<file path="src/rtl/adaptador_fijo_bcd.sv">
// Fixed-point speed sample to packed BCD for the velocimetro display: double-dabble
// on the integer field, repeated multiply-by-10 on the fraction field.
module adaptador_fijo_bcd #(
   parameter int IN_W        = 24,
   parameter int INT_W       = 16,
   parameter int FRAC_W      = 4,
   parameter int INT_DIGITS  = 5,
   parameter int FRAC_DIGITS = 2,
   parameter bit SIGNED      = 1'b0
) (
   input  logic                     clk,
   input  logic                     reset,
   input  logic [IN_W-1:0]          fixedPoint,
   input  logic                     in_valid,
   output logic                     in_ready,
   output logic [INT_W-1:0]         entero,
   output logic [FRAC_W-1:0]        decimal,
   output logic [4*INT_DIGITS-1:0]  entero_bcd,
   output logic [4*FRAC_DIGITS-1:0] decimal_bcd,
   output logic                     negativo,
   output logic                     overflow,
   output logic                     out_valid,
   input  logic                     out_ready,
   output logic [1:0]               estado_dbg
);

   // Handshake: a sample transfers on in_valid && in_ready (only in IDLE); a result
   // transfers on out_valid && out_ready (only in DONE), with outputs held until then.
   typedef enum logic [1:0] {IDLE, INT_CONV, FRAC_CONV, DONE} estado_t;

   localparam int CNT_W = $clog2(INT_W + FRAC_DIGITS + 1);
   localparam int BCD_W = 4*INT_DIGITS;
   localparam int FB_W  = 4*FRAC_DIGITS;
   localparam logic [FRAC_W+3:0] DIEZ = (FRAC_W+4)'(10);

   estado_t           estado, estado_sig;
   logic [CNT_W-1:0]  cnt;
   logic [IN_W:0]     ext, mag;
   logic              neg_in, fuera;
   logic [INT_W-1:0]  ent_in, ent_w, bin_sr;
   logic [FRAC_W-1:0] dec_in, dec_w, frac_w;
   logic [BCD_W-1:0]  bcd_sr, bcd_adj;
   logic [FB_W-1:0]   fb_sr, fb_next;
   logic [FRAC_W+3:0] t;
   logic              neg_w, ovf_w;
   logic              ult_int, ult_frac;

   assign estado_dbg = estado;

   // Magnitude is formed one bit wider so negating the most negative input cannot wrap.
   always_comb begin
      neg_in = SIGNED & fixedPoint[IN_W-1];
      ext    = {(SIGNED ? fixedPoint[IN_W-1] : 1'b0), fixedPoint};
      mag    = neg_in ? (IN_W+1)'(-ext) : ext;
      fuera  = |mag[IN_W:INT_W+FRAC_W];
      ent_in = fuera ? '1 : mag[INT_W+FRAC_W-1:FRAC_W];
      dec_in = fuera ? '1 : mag[FRAC_W-1:0];
   end

   always_comb begin
      bcd_adj = bcd_sr;
      for (int i = 0; i < INT_DIGITS; i++) begin
         if (bcd_sr[4*i +: 4] >= 4'd5) bcd_adj[4*i +: 4] = bcd_sr[4*i +: 4] + 4'd3;
      end
      t           = {4'b0000, frac_w} * DIEZ;
      fb_next     = fb_sr << 4;
      fb_next[3:0] = t[FRAC_W+3:FRAC_W];
   end

   assign ult_int  = (cnt == CNT_W'(INT_W-1));
   assign ult_frac = (cnt == CNT_W'(FRAC_DIGITS-1));

   always_ff @(posedge clk or posedge reset) begin
      if (reset) estado <= IDLE;
      else       estado <= estado_sig;
   end

   always_comb begin
      estado_sig = estado;
      in_ready   = 1'b0;
      out_valid  = 1'b0;
      case (estado)
         IDLE: begin
            in_ready = 1'b1;
            if (in_valid) estado_sig = INT_CONV;
         end
         INT_CONV:  if (ult_int)  estado_sig = FRAC_CONV;
         FRAC_CONV: if (ult_frac) estado_sig = DONE;
         DONE: begin
            out_valid = 1'b1;
            if (out_ready) estado_sig = IDLE;
         end
         default: estado_sig = IDLE;
      endcase
   end

   always_ff @(posedge clk or posedge reset) begin
      if (reset) begin
         cnt         <= '0;
         neg_w       <= 1'b0;
         ovf_w       <= 1'b0;
         ent_w       <= '0;
         dec_w       <= '0;
         bin_sr      <= '0;
         frac_w      <= '0;
         bcd_sr      <= '0;
         fb_sr       <= '0;
         entero      <= '0;
         decimal     <= '0;
         entero_bcd  <= '0;
         decimal_bcd <= '0;
         negativo    <= 1'b0;
         overflow    <= 1'b0;
      end else begin
         case (estado)
            IDLE: if (in_valid) begin
               neg_w  <= neg_in;
               ovf_w  <= fuera;
               ent_w  <= ent_in;
               dec_w  <= dec_in;
               bin_sr <= ent_in;
               frac_w <= dec_in;
               bcd_sr <= '0;
               fb_sr  <= '0;
               cnt    <= '0;
            end
            INT_CONV: begin
               {bcd_sr, bin_sr} <= {bcd_adj, bin_sr} << 1;
               cnt              <= ult_int ? '0 : cnt + CNT_W'(1);
            end
            FRAC_CONV: begin
               fb_sr  <= fb_next;
               frac_w <= t[FRAC_W-1:0];
               cnt    <= cnt + CNT_W'(1);
               // Results become visible only as DONE is entered, including the last digit.
               if (ult_frac) begin
                  entero      <= ent_w;
                  decimal     <= dec_w;
                  entero_bcd  <= bcd_sr;
                  decimal_bcd <= fb_next;
                  negativo    <= neg_w;
                  overflow    <= ovf_w;
               end
            end
            default: ;
         endcase
      end
   end

endmodule

</file>
<file path="config.mk">
export PLATFORM = sky130hd
export DESIGN_NAME = adaptador_fijo_bcd
export DESIGN_NICKNAME = d
export VERILOG_FILES = /design/src/rtl/adaptador_fijo_bcd.sv
export SDC_FILE = /design/constraint.sdc
export NUM_CORES = 1
export LEC_CHECK = 0
export CORE_AREA = 8 8 112 114
export DETAILED_ROUTE_END_ITERATION = 8
export DIE_AREA = 0 0 120 122
export PLACE_DENSITY = 0.81
export SYNTH_ARGS = -nofsm -noshare
export SYNTH_HDL_FRONTEND = slang
export SYNTH_SLANG_ARGS = --single-unit
</file>
<file path="constraint.sdc">
create_clock -name clk -period 4.38 [get_ports clk]
set_clock_uncertainty 0.05 [all_clocks]
set_input_delay 0.657 -clock clk [delete_from_list [all_inputs] [get_ports clk]]
set_output_delay 0.657 -clock clk [all_outputs]
set_load 0.01 [all_outputs]
</file>
==> impl_metrics.json, run 1 <==
{
  "fp.dieH_um": 122,
  "io_buffers": 80,
  "cts_buffers": 17,
  "hold_viol": 0,
  "drive_above_1_share": 0.1242,
  "fillCellCount": 747,
  "synth_top_area_share": 0.5379,
  "initial_core_util": 0.5262,
  "synth_cell_types": 43,
  "synthTopCellsByArea": "dfrtp_1, mux2_4, o21ai_0",
  "power_density_nw_per_um2": 755.4,
  "cts.reportedPaths.clkPinSlew_ps": 60,
  "slew_viol_final": 0,
  "grt-ovfl-total": 0,
  "cts_buffer_depth": 2,
  "die_w_um": 120,
  "ys_seq_area_frac": 0.5379,
  "antenna_found_initial": 0,
  "final_cell_mix": "dfrtp_1, nand2_1, clkdlybuf4s50_1",
  "rrSetupSlack_ps": 1190,
  "viasPerCell": 5.735,
  "synth_top_cell_by_area": "dfrtp_1",
  "die-area_um2": 14640,
  "cp_max_fo": 30,
  "crit_required_ps": 4760,
  "remaining_drc_errors": 0,
  "place_congestion": 0.8508,
  "diodes": 0,
  "synth-seq-cells": 121,
  "rows": 38,
  "groute.usage.overall": 0.1860,
  "cts_root_buf": "clkbuf_8",
  "grt_pass1_vias": 4334,
  "power_leakage_nw": 3.333,
  "hpwlAfterDp_um": 8804,
  "worst_setup_path_end_kind": "flip-flop",
  "worstPathArrival_ps": 3560,
  "wl_um": 13320,
  "cts_sinks": 121,
  "io-pin-count": 82,
  "synth_nets": 562,
  "grt_max_degree": 84,
  "via_count": 4221,
  "syn_inst": 510,
  "postCtsSetupBuffers": 0,
  "htreeDepth": 4,
  "avgSynthCellArea_um2": 11.04,
  "setup_tns_ps": 0,
  "cap_violations": 0,
  "syn_to_final_growth_pct": 26.05,
  "min_path_type": "flip-flop to flip-flop",
  "rsz0062_at_grt": "no",
  "drt.antenna.violating_nets": 0,
  "nets": 636,
  "ir_worst_vdd_uv": 375.4,
  "drt_iter0_markers": 349,
  "coreArea_um2": 10700,
  "worst_slew_pin_slew_ps": 1066,
  "avgRoutedWirePerCell_um": 18.10,
  "critical_path_class": "flip-flop to flip-flop",
  "yosysWarnings": 0,
  "fin_crit_sh": 0.7274,
  "clk_latency_ps": 520,
  "relSlewSlack": 0.2889,
  "fin_crit_ps": 3186,
  "critical_path.startpoint_type": "flip-flop",
  "drt_first_pass_iters": 5,
  "synth_area_um2": 5629,
  "max_clock_freq_mhz": 313.9,
  "status": "finished, final reports clean",
  "cts_resized": 0,
  "holdBufCountCts": 0,
  "final_util": 0.6633,
  "cts_tree": "yes",
  "finalSetupViolCount": 0,
  "grt_pass1_wl_um": 21780,
  "layout_commonest_cell": "dfrtp_1"
}
kinds of logic after synthesis:
kind of cell / after synthesis / share of synthesized area
other: 1 / 0.0006662
adders and majority gates: 24 / 0.05468
AOI/OAI and AO/OA: 133 / 0.1385
buffers and inverters: 53 / 0.04756
and+or+nand+nor: 127 / 0.09914
DFF: 121 / 0.5379
muxes: 44 / 0.1107
xor gates and xnor gates: 7 / 0.01089
stage by stage:
step                      cells  area, um^2  worst slack, ps  hold WS [ps]  total power [mW]
after floorplan             510        5629            458.8         392.1             3.118
after global placement      705        6471             1424         409.1             3.756
after detailed placement    705        6471             1295         417.5             3.859
after CTS                   736        7096             1176         427.3             5.387
after global routing        736        7096            910.4         451.1             5.679
final                       736        7096             1194         425.4             5.360
power by group:
| group | switching, mW | internal (mW) |
|---|---|---|
| Combinational | 1.06 | 0.963 |
| Sequential | 0.290 | 1.56 |
| Clock | 0.476 | 1.01 |
| Total | 1.83 | 3.53 |
worst paths after layout:
path                          startpoint        end  cells after the start
min                            ent_w[10]  ent_w[10]                      2
max in group asynchronous          reset   ent_w[5]                      3
min in group asynchronous          reset  ent_w[11]                      2
max reg2reg                estado_dbg[1]  bin_sr[6]                      6
min reg2reg                    ent_w[10]  ent_w[10]                      2
max                        estado_dbg[1]  bin_sr[6]                      6
layout make-up:
type                    instances  area, um^2  area share
clock buffers                  23       456.7     0.06436
multi-input cells             336        2341      0.3299
inverters                      23       88.84     0.01252
repair buffers                 85       838.3      0.1181
flip-flops and latches        121        3028      0.4267
clock inverters                 8       167.7     0.02363
well taps                     140       175.2     0.02469
registers in the layout, summed over array words and instances (netlist names):
name         count
bcd_sr          20
entero_bcd      20
bin_sr          16
ent_w           16
entero          16
decimal_bcd      8
cnt              5
dec_w            4
decimal          4
fb_sr            4
frac_w           4
estado_dbg       2
overflow         1
ovf_w            1
cells in the mapped netlist, drive strengths merged:
master / number
o2111ai: 1
ha: 23
xnor2: 6
o21ai: 79
or4: 1
or4b: 1
o21bai: 1
a32oi: 1
o221ai: 1
clkbuf: 19
o32a: 1
o22ai: 9
dfrtp: 121
o31ai: 9
a211o: 1
or3: 3
nand2b: 6
mux2: 38
nand3: 2
o32ai: 1
conb: 1
a22o: 5
a21o: 2
fa: 1
nor2b: 2
a21oi: 16
and2: 1
nor3: 16
or2: 1
buf: 11
a32o: 6
xor2: 1
nand2: 83
nor4b: 1
inv: 23
nor3b: 3
mux2i: 6
nor2: 7
per-layer routing:
layer	track usage	up-vias	routed length (um)
met5	0	-	0
met1	0.2200	2105	5397
met2	0.3091	163	6752
met4	0.07728	0	318
li1	-	1923	-
met3	0.05969	30	850
critical path, stage by stage (launching register included):
cell and delay [ps]:
dfrtp_1 420, inv_1 110, ha_1 660, inv_1 410
o21ai_2 930, o21ai_0 270, o21ai_0 240
Power figures use the tool's default switching activity.
==> run 2: changes to the inputs <==
==> constraint.sdc (replaced) <==
create_clock -name clk -period 3.1 [get_ports clk]
set_clock_uncertainty 0.05 [all_clocks]
set_input_delay 0.465 -clock clk [delete_from_list [all_inputs] [get_ports clk]]
set_output_delay 0.465 -clock clk [all_outputs]
set_load 0.01 [all_outputs]
==> impl_metrics.json, run 2 (synthesis gave the netlist of run 1 again) <==
{
  "status": "finished, final reports clean",
  "grt_pass1_wl_um": 21700,
  "worst_slew_pin_slew_ps": 873.1,
  "r2r_start": "estado_dbg[0]",
  "whs_ps": 393.6,
  "largestRegisters": "bcd_sr x20, entero_bcd x20",
  "cts_sinks": 121,
  "r2r_end": "entero_bcd[11]",
  "cts_root_buf": "clkbuf_8",
  "place_congestion": 0.8265,
  "max_clock_freq_mhz": 376.3,
  "io_buffers": 80,
  "critical_path.startpoint_type": "flip-flop",
  "wl_um": 13310,
  "power_frac_clock": 0.278,
  "critical_path_class": "flip-flop to flip-flop",
  "clk_latency_ps": 520,
  "rrSetupSlack_ps": 440,
  "holdBufCountCts": 0,
  "worst_setup_path_end_kind": "flip-flop",
  "antenna_found_initial": 0,
  "grt_max_degree": 122,
  "cp-startpoint": "estado_dbg[0]",
  "fillCellCount": 775,
  "viasPerCell": 5.624,
  "internal-power_mw": 5.088,
  "fin_crit_sh": 0.8573,
  "seqCellArea_um2": 3028,
  "cts_buffers": 17,
  "final_cell_mix": "dfrtp_1, nand2_1, clkdlybuf4s50_1",
  "syn_to_final_growth_pct": 27.72,
  "power_leakage_nw": 3.371,
  "avgRoutedWirePerCell_um": 17.91,
  "crit_path_end": "entero_bcd[11]",
  "crit_required_ps": 3450,
  "hold_viol": 0,
  "finalSetupViolCount": 0,
  "multi_input_area_um2": 2341,
  "cts_resized": 0,
  "nets": 642,
  "grt_pass1_vias": 4370,
  "rsz0062_at_grt": "no",
  "seq_power_share": 0.338,
  "ir_worst_vdd_uv": 538.9,
  "relSlewSlack": 0.4158,
  "cts_buffer_depth": 2,
  "postCtsSetupBuffers": 0,
  "cts.reportedPaths.clkPinSlew_ps": 60,
  "slew_viol_final": 0,
  "via_count": 4179,
  "layout_commonest_cell": "dfrtp_1",
  "io-pin-count": 82,
  "cts_tree": "yes",
  "coreArea_um2": 10700,
  "drt_first_pass_iters": 5,
  "diodes": 0,
  "die_w_um": 120,
  "worstPathArrival_ps": 3010,
  "hpwlAfterDp_um": 8737,
  "fin_crit_ps": 2658,
  "pwr-share-comb": 0.384,
  "die-area_um2": 14640,
  "remaining_drc_errors": 0,
  "power_switching_mw": 2.669,
  "htreeDepth": 4,
  "swShare": 0.3441,
  "rows": 38,
  "drt.antenna.violating_nets": 0,
  "grt-ovfl-total": 0,
  "drt_iter0_markers": 258,
  "cp_max_fo": 40,
  "setup_tns_ps": 0,
  "drive_above_1_share": 0.1376,
  "cap_violations": 0,
  "groute.usage.overall": 0.1857,
  "fp.dieH_um": 122,
  "initial_core_util": 0.5262,
  "min_path_type": "input pin to asynchronous set/reset pin",
  "power_density_nw_per_um2": 1079,
  "worstRegToRegCells": 6
}
run 2: changes by cell type in the layout (fill, tap and decap cells not counted):
cell / delta
buf_4: +4
clkinvlp_4: +4
buf_12: +2
clkbuf_1: -2
clkbuf_8: -2
bufinv_16: +1
clkinv_2: +1
inv_4: -1
run 2: stage by stage:
step | setup slack [ps] | cells | instance area [um^2] | utilization | total power [mW]
after floorplan | 882.8 | 510 | 5633 | - | 4.407
after detailed placement | 529.4 | 711 | 6543 | 0.6116 | 5.542
after CTS | 460.7 | 743 | 7189 | 0.6720 | 7.773
after global placement | 646.3 | 711 | 6543 | 0.6116 | 5.389
final | 442.2 | 743 | 7189 | 0.6720 | 7.757
after global routing | 297.3 | 743 | 7189 | 0.6720 | 8.206
run 2: power by group through the flow:
stage                     Clock (mW)  Combinational (mW)  Sequential (mW)
after detailed placement           0                2.91             2.63
after global placement             0                2.79             2.60
after floorplan                    0                1.78             2.63
final                           2.16                2.98             2.62
after CTS                       2.18                2.98             2.62
after global routing            2.26                3.26             2.69
run 2: cell type report:
| class | instances | area share |
|---|---|---|
| clock inverters | 13 | 0.03133 |
| repair buffers | 91 | 0.1263 |
| clock buffers | 19 | 0.05865 |
| inverters | 23 | 0.01253 |
| well taps | 140 | 0.02436 |
| multi-input cells | 336 | 0.3256 |
| flip-flops and latches | 121 | 0.4212 |
run 2: worst max-delay path, cell delays in order, from the launching register on:
cell     delay [ps]
dfrtp_1         420
inv_1           120
ha_1            490
inv_1           230
or2_2           570
buf_12          280
mux2_4          330
run 2: layer usage:
metal  share of wire  global-route usage  wire [um]  vias to the layer above
li1                -                   -          -                     1932
met1            0.40              0.2110       5365                     2055
met2            0.51              0.3144       6780                      148
met3           0.057             0.05044        760                       44
met4           0.030              0.1030        401                        0
met5               0                   0          0                        -
run 2: worst min-delay path by stage:
stage | to | from | slack, ps
finish | decimal_bcd[0] | reset | 390
global route | entero_bcd[5] | entero_bcd[5] | 440
CTS | ent_w[2] | ent_w[2] | 430
detailed placement | ent_w[2] | ent_w[2] | 410
global placement | bin_sr[9] | bin_sr[9] | 410
floorplan | ent_w[14] | ent_w[14] | 390
==> run 3: changes to the inputs <==
--- a/config.mk
+++ b/config.mk
@@ -5,10 +5,11 @@
 export SDC_FILE = /design/constraint.sdc
 export NUM_CORES = 1
 export LEC_CHECK = 0
+export CAP_MARGIN = 10
 export CORE_AREA = 8 8 112 114
 export DETAILED_ROUTE_END_ITERATION = 8
 export DIE_AREA = 0 0 120 122
-export PLACE_DENSITY = 0.81
+export PLACE_DENSITY = 0.78
 export SYNTH_ARGS = -nofsm -noshare
 export SYNTH_HDL_FRONTEND = slang
 export SYNTH_SLANG_ARGS = --single-unit
==> impl_metrics.json, run 3 (synthesis gave the netlist of run 1 again) <==
{
  "cts_resized": 0,
  "slowest_delay_ps": 630,
  "layout_commonest_cell": "dfrtp_1",
  "grt_pass1_vias": 4289,
  "rows": 38,
  "final_area_um2": 7182,
  "crit_chain": "inv_1, ha_1, clkdlybuf4s50_1",
  "cap_violations": 0,
  "rsz0062_at_grt": "no",
  "htreeDepth": 4,
  "wl_um": 12870,
  "worstRegToRegCells": 6,
  "hold_viol": 0,
  "place_congestion": 0.8359,
  "power_density_nw_per_um2": 1060,
  "post-place-cells": 710,
  "final_cell_mix": "dfrtp_1, nand2_1, clkdlybuf4s50_1",
  "worst_setup_path_end_kind": "primary output",
  "max_clock_freq_mhz": 380.7,
  "drt.antenna.violating_nets": 0,
  "worstPathArrival_ps": 2110,
  "slew_viol_final": 0,
  "cts.reportedPaths.clkPinSlew_ps": 60,
  "r2r_start": "estado_dbg[1]",
  "initial_core_util": 0.5262,
  "ir_worst_vdd_uv": 680.9,
  "clk_latency_ps": 510,
  "viasPerCell": 5.520,
  "cts_buffer_depth": 2,
  "critical_path.startpoint_type": "flip-flop",
  "critical_path.slowest_cell": "clkdlybuf4s50_1",
  "antenna_found_initial": 0,
  "remaining_drc_errors": 0,
  "fillCellCount": 792,
  "drt_first_pass_iters": 4,
  "groute.usage.overall": 0.1814,
  "io-pin-count": 82,
  "p_total_mw": 7.614,
  "fp.dieH_um": 122,
  "drt_iter0_markers": 377,
  "coreArea_um2": 10700,
  "crit_required_ps": 2580,
  "preCtsSetupSlack_ps": 606.0,
  "critical_path_class": "flip-flop to primary output",
  "cts_root_buf": "clkbuf_8",
  "cts_buffers": 17,
  "rrSetupSlack_ps": 560,
  "cp_max_fo": 11,
  "fin_crit_sh": 0.8473,
  "postCtsSetupBuffers": 0,
  "drive_above_1_share": 0.1395,
  "diodes": 0,
  "status": "finished, final reports clean",
  "grt_pass1_wl_um": 21450,
  "post_dp_cell_area_um2": 6535,
  "fin_crit_ps": 2627,
  "worst_slew_pin_slew_ps": 1132,
  "relSlewSlack": 0.2451,
  "cts_sinks": 121,
  "setup_tns_ps": 0,
  "die-area_um2": 14640,
  "r2r_end": "bcd_sr[19]",
  "hpwlAfterDp_um": 8763,
  "nets": 641,
  "largestRegisters": "bcd_sr x20, entero_bcd x20",
  "grt-ovfl-total": 0,
  "io_buffers": 80,
  "min_path_type": "input pin to asynchronous set/reset pin",
  "whs_ps": 371.4,
  "die_w_um": 120,
  "power_leakage_nw": 3.360,
  "via_count": 4096,
  "stdcell_count": 742,
  "holdBufCountCts": 0,
  "syn_to_final_growth_pct": 27.58,
  "final_util": 0.6713,
  "avgRoutedWirePerCell_um": 17.35,
  "grt_max_degree": 52,
  "cts_tree": "yes",
  "finalSetupViolCount": 0,
  "worst_slack_ps": 473.4
}
-- run 3: cell count changes in the layout (fill, tap and decap cells not counted), sizes merged --
| cell | previous run | this run |
|---|---|---|
| inv | 22 | 24 |
| buf | 11 | 10 |
| bufinv | 6 | 5 |
| clkbuf | 19 | 18 |
| clkinv | 3 | 2 |
| clkinvlp | 5 | 6 |
-- run 3: metal layers --
metal / global-route usage / part of all wire / wire [um] / vias up
li1: - / - / - / 1931
met1: 0.2158 / 0.42 / 5434 / 2038
met2: 0.3035 / 0.50 / 6477 / 111
met3: 0.04998 / 0.057 / 728 / 16
met4: 0.08119 / 0.018 / 228 / 0
met5: 0 / 0 / 0 / -
-- run 3: cell type report --
class | instances | area (um^2) | area share
Clock buffer | 18 | 427.9 | 0.05958
Clock inverter | 14 | 219.0 | 0.03049
Inverter | 23 | 90.09 | 0.01254
Multi-Input combinational cell | 336 | 2341 | 0.3260
Sequential cell | 121 | 3028 | 0.4216
Tap cell | 140 | 175.2 | 0.02439
Timing Repair Buffer | 90 | 900.9 | 0.1254
-- run 3: report_power, final --
part	switching, mW	internal, mW	leakage, nW
registers	0.400	2.20	1.53
clock network	0.723	1.41	0.300
logic	1.49	1.39	1.54
total	2.61	5.00	3.36
-- run 3: worst max-delay path: cells and delay by family, from the launching register on --
kind	cells	cell delay, ps
fa+ha+maj	1	410
flops	1	430
buf+inv	2	760
-- run 3: worst max path at each step --
| stage | from | end | slack, ps | cells past startpoint |
|---|---|---|---|---|
| floorplan | estado_dbg[0] | estado_dbg[1] | 880 | 8 |
| global placement | estado_dbg[0] | entero_bcd[6] | 660 | 6 |
| detailed placement | estado_dbg[0] | entero_bcd[11] | 610 | 6 |
| CTS | estado_dbg[0] | in_ready | 460 | 3 |
| global route | estado_dbg[1] | bcd_sr[15] | 350 | 6 |
| finish | estado_dbg[0] | in_ready | 470 | 3 |
==> variant (config.mk and constraints of run 1) <==
`FRAC_W`: 4 -> 3.
--- a/src/rtl/adaptador_fijo_bcd.sv
+++ b/src/rtl/adaptador_fijo_bcd.sv
@@ -3,7 +3,7 @@
 module adaptador_fijo_bcd #(
    parameter int IN_W        = 24,
    parameter int INT_W       = 16,
-   parameter int FRAC_W      = 4,
+   parameter int FRAC_W      = 3,
    parameter int INT_DIGITS  = 5,
    parameter int FRAC_DIGITS = 2,
    parameter bit SIGNED      = 1'b0
Interface: changed (resized decimal); port bits go from 82 to 81. The function was not compared with the original's and may differ.
==> variant against run 1 <==
Synthesized area fell by 3.6%; combinational power is 13% lower; final area down 2.9%; total power decreased by 9.4%; sequential power shrank 11%; sequential cell count shrank 3; routed wire length is 6.8% lower; setup slack worse by 0.17 ns; first-iteration DRC count decreased by 46%.
==> variant: results (changes against run 1) <==
final net count -> 605 (was 636)
FFs & Latches -> 118 (was 121)
Crit Reg-Reg Endpoint -> bcd_sr[15]$_DFFE_PP0P_ (was bin_sr[6]$_DFFE_PP0P_)
LEAKAGE -> 3.076 nW (was 3.333 nW)
Placer Congestion -> 0.7722 (was 0.8508)
Syn Area/Cell -> 11.24 um2 (was 11.04 um2)
synth cell count leaders -> 118 x dfrtp_1, 49 x o21ai_0, 47 x nor2_1, 37 x mux2_4, 37 x nand2_1 (was 121 x dfrtp_1, 83 x nand2_1, 79 x o21ai_0, 36 x mux2_4)
HPWL after detailed placement -> 8099 um (was 8804 um)
wire length on met3 -> 731 um (was 850 um)
pre-CTS setup slack -> 1.123 ns (was 1.295 ns)
fraction of area in multi-input gates -> 32.51% (was 32.99%)
status -> finished, final reports clean (unchanged)
# placed instances -> 676 (was 705)
Post-Route WL -> 12,420 um (was 13,320 um)
dominant cells by area after synthesis -> dfrtp_1 54%, mux2_4 10%, ha_1 5.1%, o21ai_0 4.5%, nor2_1 3.3% (was dfrtp_1 54%, mux2_4 9.6%, o21ai_0 7.0%, nand2_1 5.5%, ha_1 5.1%)
final hold slack -> 0.4266 ns (was 0.4254 ns)
Worst EP arrival -> 3.71 ns (was 3.56 ns)
fin cells -> 708 (was 736)
slowest cell on the critical path -> o21bai_2 (was o21ai_2)
total vias in the final route -> 3,909 (was 4,221)
clk cell area share -> 9.027% (was 8.799%)
fraction of area in registers -> 42.86% (was 42.67%)
first-pass GRT wire length -> 20,980 um (was 21,780 um)
largest net degree at the start of global routing -> 79 (was 84)
Worst Hold End -> bin_sr[13]$_DFFE_PP0P_ (was ent_w[10]$_DFFE_PP0P_)
number of global-route vias before repair -> 4,264 (was 4,334)
multi-input gates -> 316 (was 336)
grt met1 use -> 22.18% (was 22.00%)
routed length on met1 -> 5417 um (was 5397 um)
Non-clock inverters -> 21 (was 23)
gr usage total -> 17.64% (was 18.60%)
Slew HR -> 19.57% (was 28.89%)
DR WL met2 -> 6132 um (was 6752 um)
drt initial violations -> 188 (was 349)
## variant: kinds of logic after synthesis
group / synth area share [%]
AO/OA/AOI/OAI: 13.46
XOR/XNOR: 1.130
adder cells (fa/ha/maj): 5.071
buffers and inverters: 4.495
flip-flops: 54.40
multiplexers: 11.73
other: 0.06909
AND/OR/NAND/NOR: 9.636
## variant: report_power, final
group          total [mW]  switching [mW]  internal [mW]
logic                1.76           0.913          0.844
registers            1.65           0.221           1.43
clock network        1.45           0.500          0.953
total                4.86            1.63           3.22
## variant: how the worst max path moves through the flow
stage	slack [ns]	start	depth (start not counted)	to
2_1_floorplan	0.54	reset	1	bcd_sr[0]$_DFFE_PP0P_
3_3_place_gp	1.33	estado_dbg[1]$_DFFE_PP0P_	6	bcd_sr[7]$_DFFE_PP0P_
3_5_place_dp	1.12	estado_dbg[1]$_DFFE_PP0P_	6	bcd_sr[19]$_DFFE_PP0P_
4_1_cts	1.05	estado_dbg[1]$_DFFE_PP0P_	6	bcd_sr[15]$_DFFE_PP0P_
5_1_grt	0.65	estado_dbg[1]$_DFFE_PP0P_	6	bin_sr[6]$_DFFE_PP0P_
6_report	1.03	estado_dbg[1]$_DFFE_PP0P_	6	bcd_sr[15]$_DFFE_PP0P_
## variant: metrics by stage
stage / instance area, um2 / power (mW)
5_1_grt: 6889 / 5.131
6_report: 6889 / 4.857
3_3_place_gp: 6267 / 3.307
4_1_cts: 6889 / 4.881
2_1_floorplan: 5428 / 2.756
3_5_place_dp: 6267 / 3.403
## variant: worst reg2reg max path, stage by stage, from the launching register on
cell and delay, ns:
dfrtp_1 0.43, inv_1 0.12, ha_1 0.69, inv_1 0.46, o21bai_2 1.00, o31ai_1 0.22, a32o_1 0.27
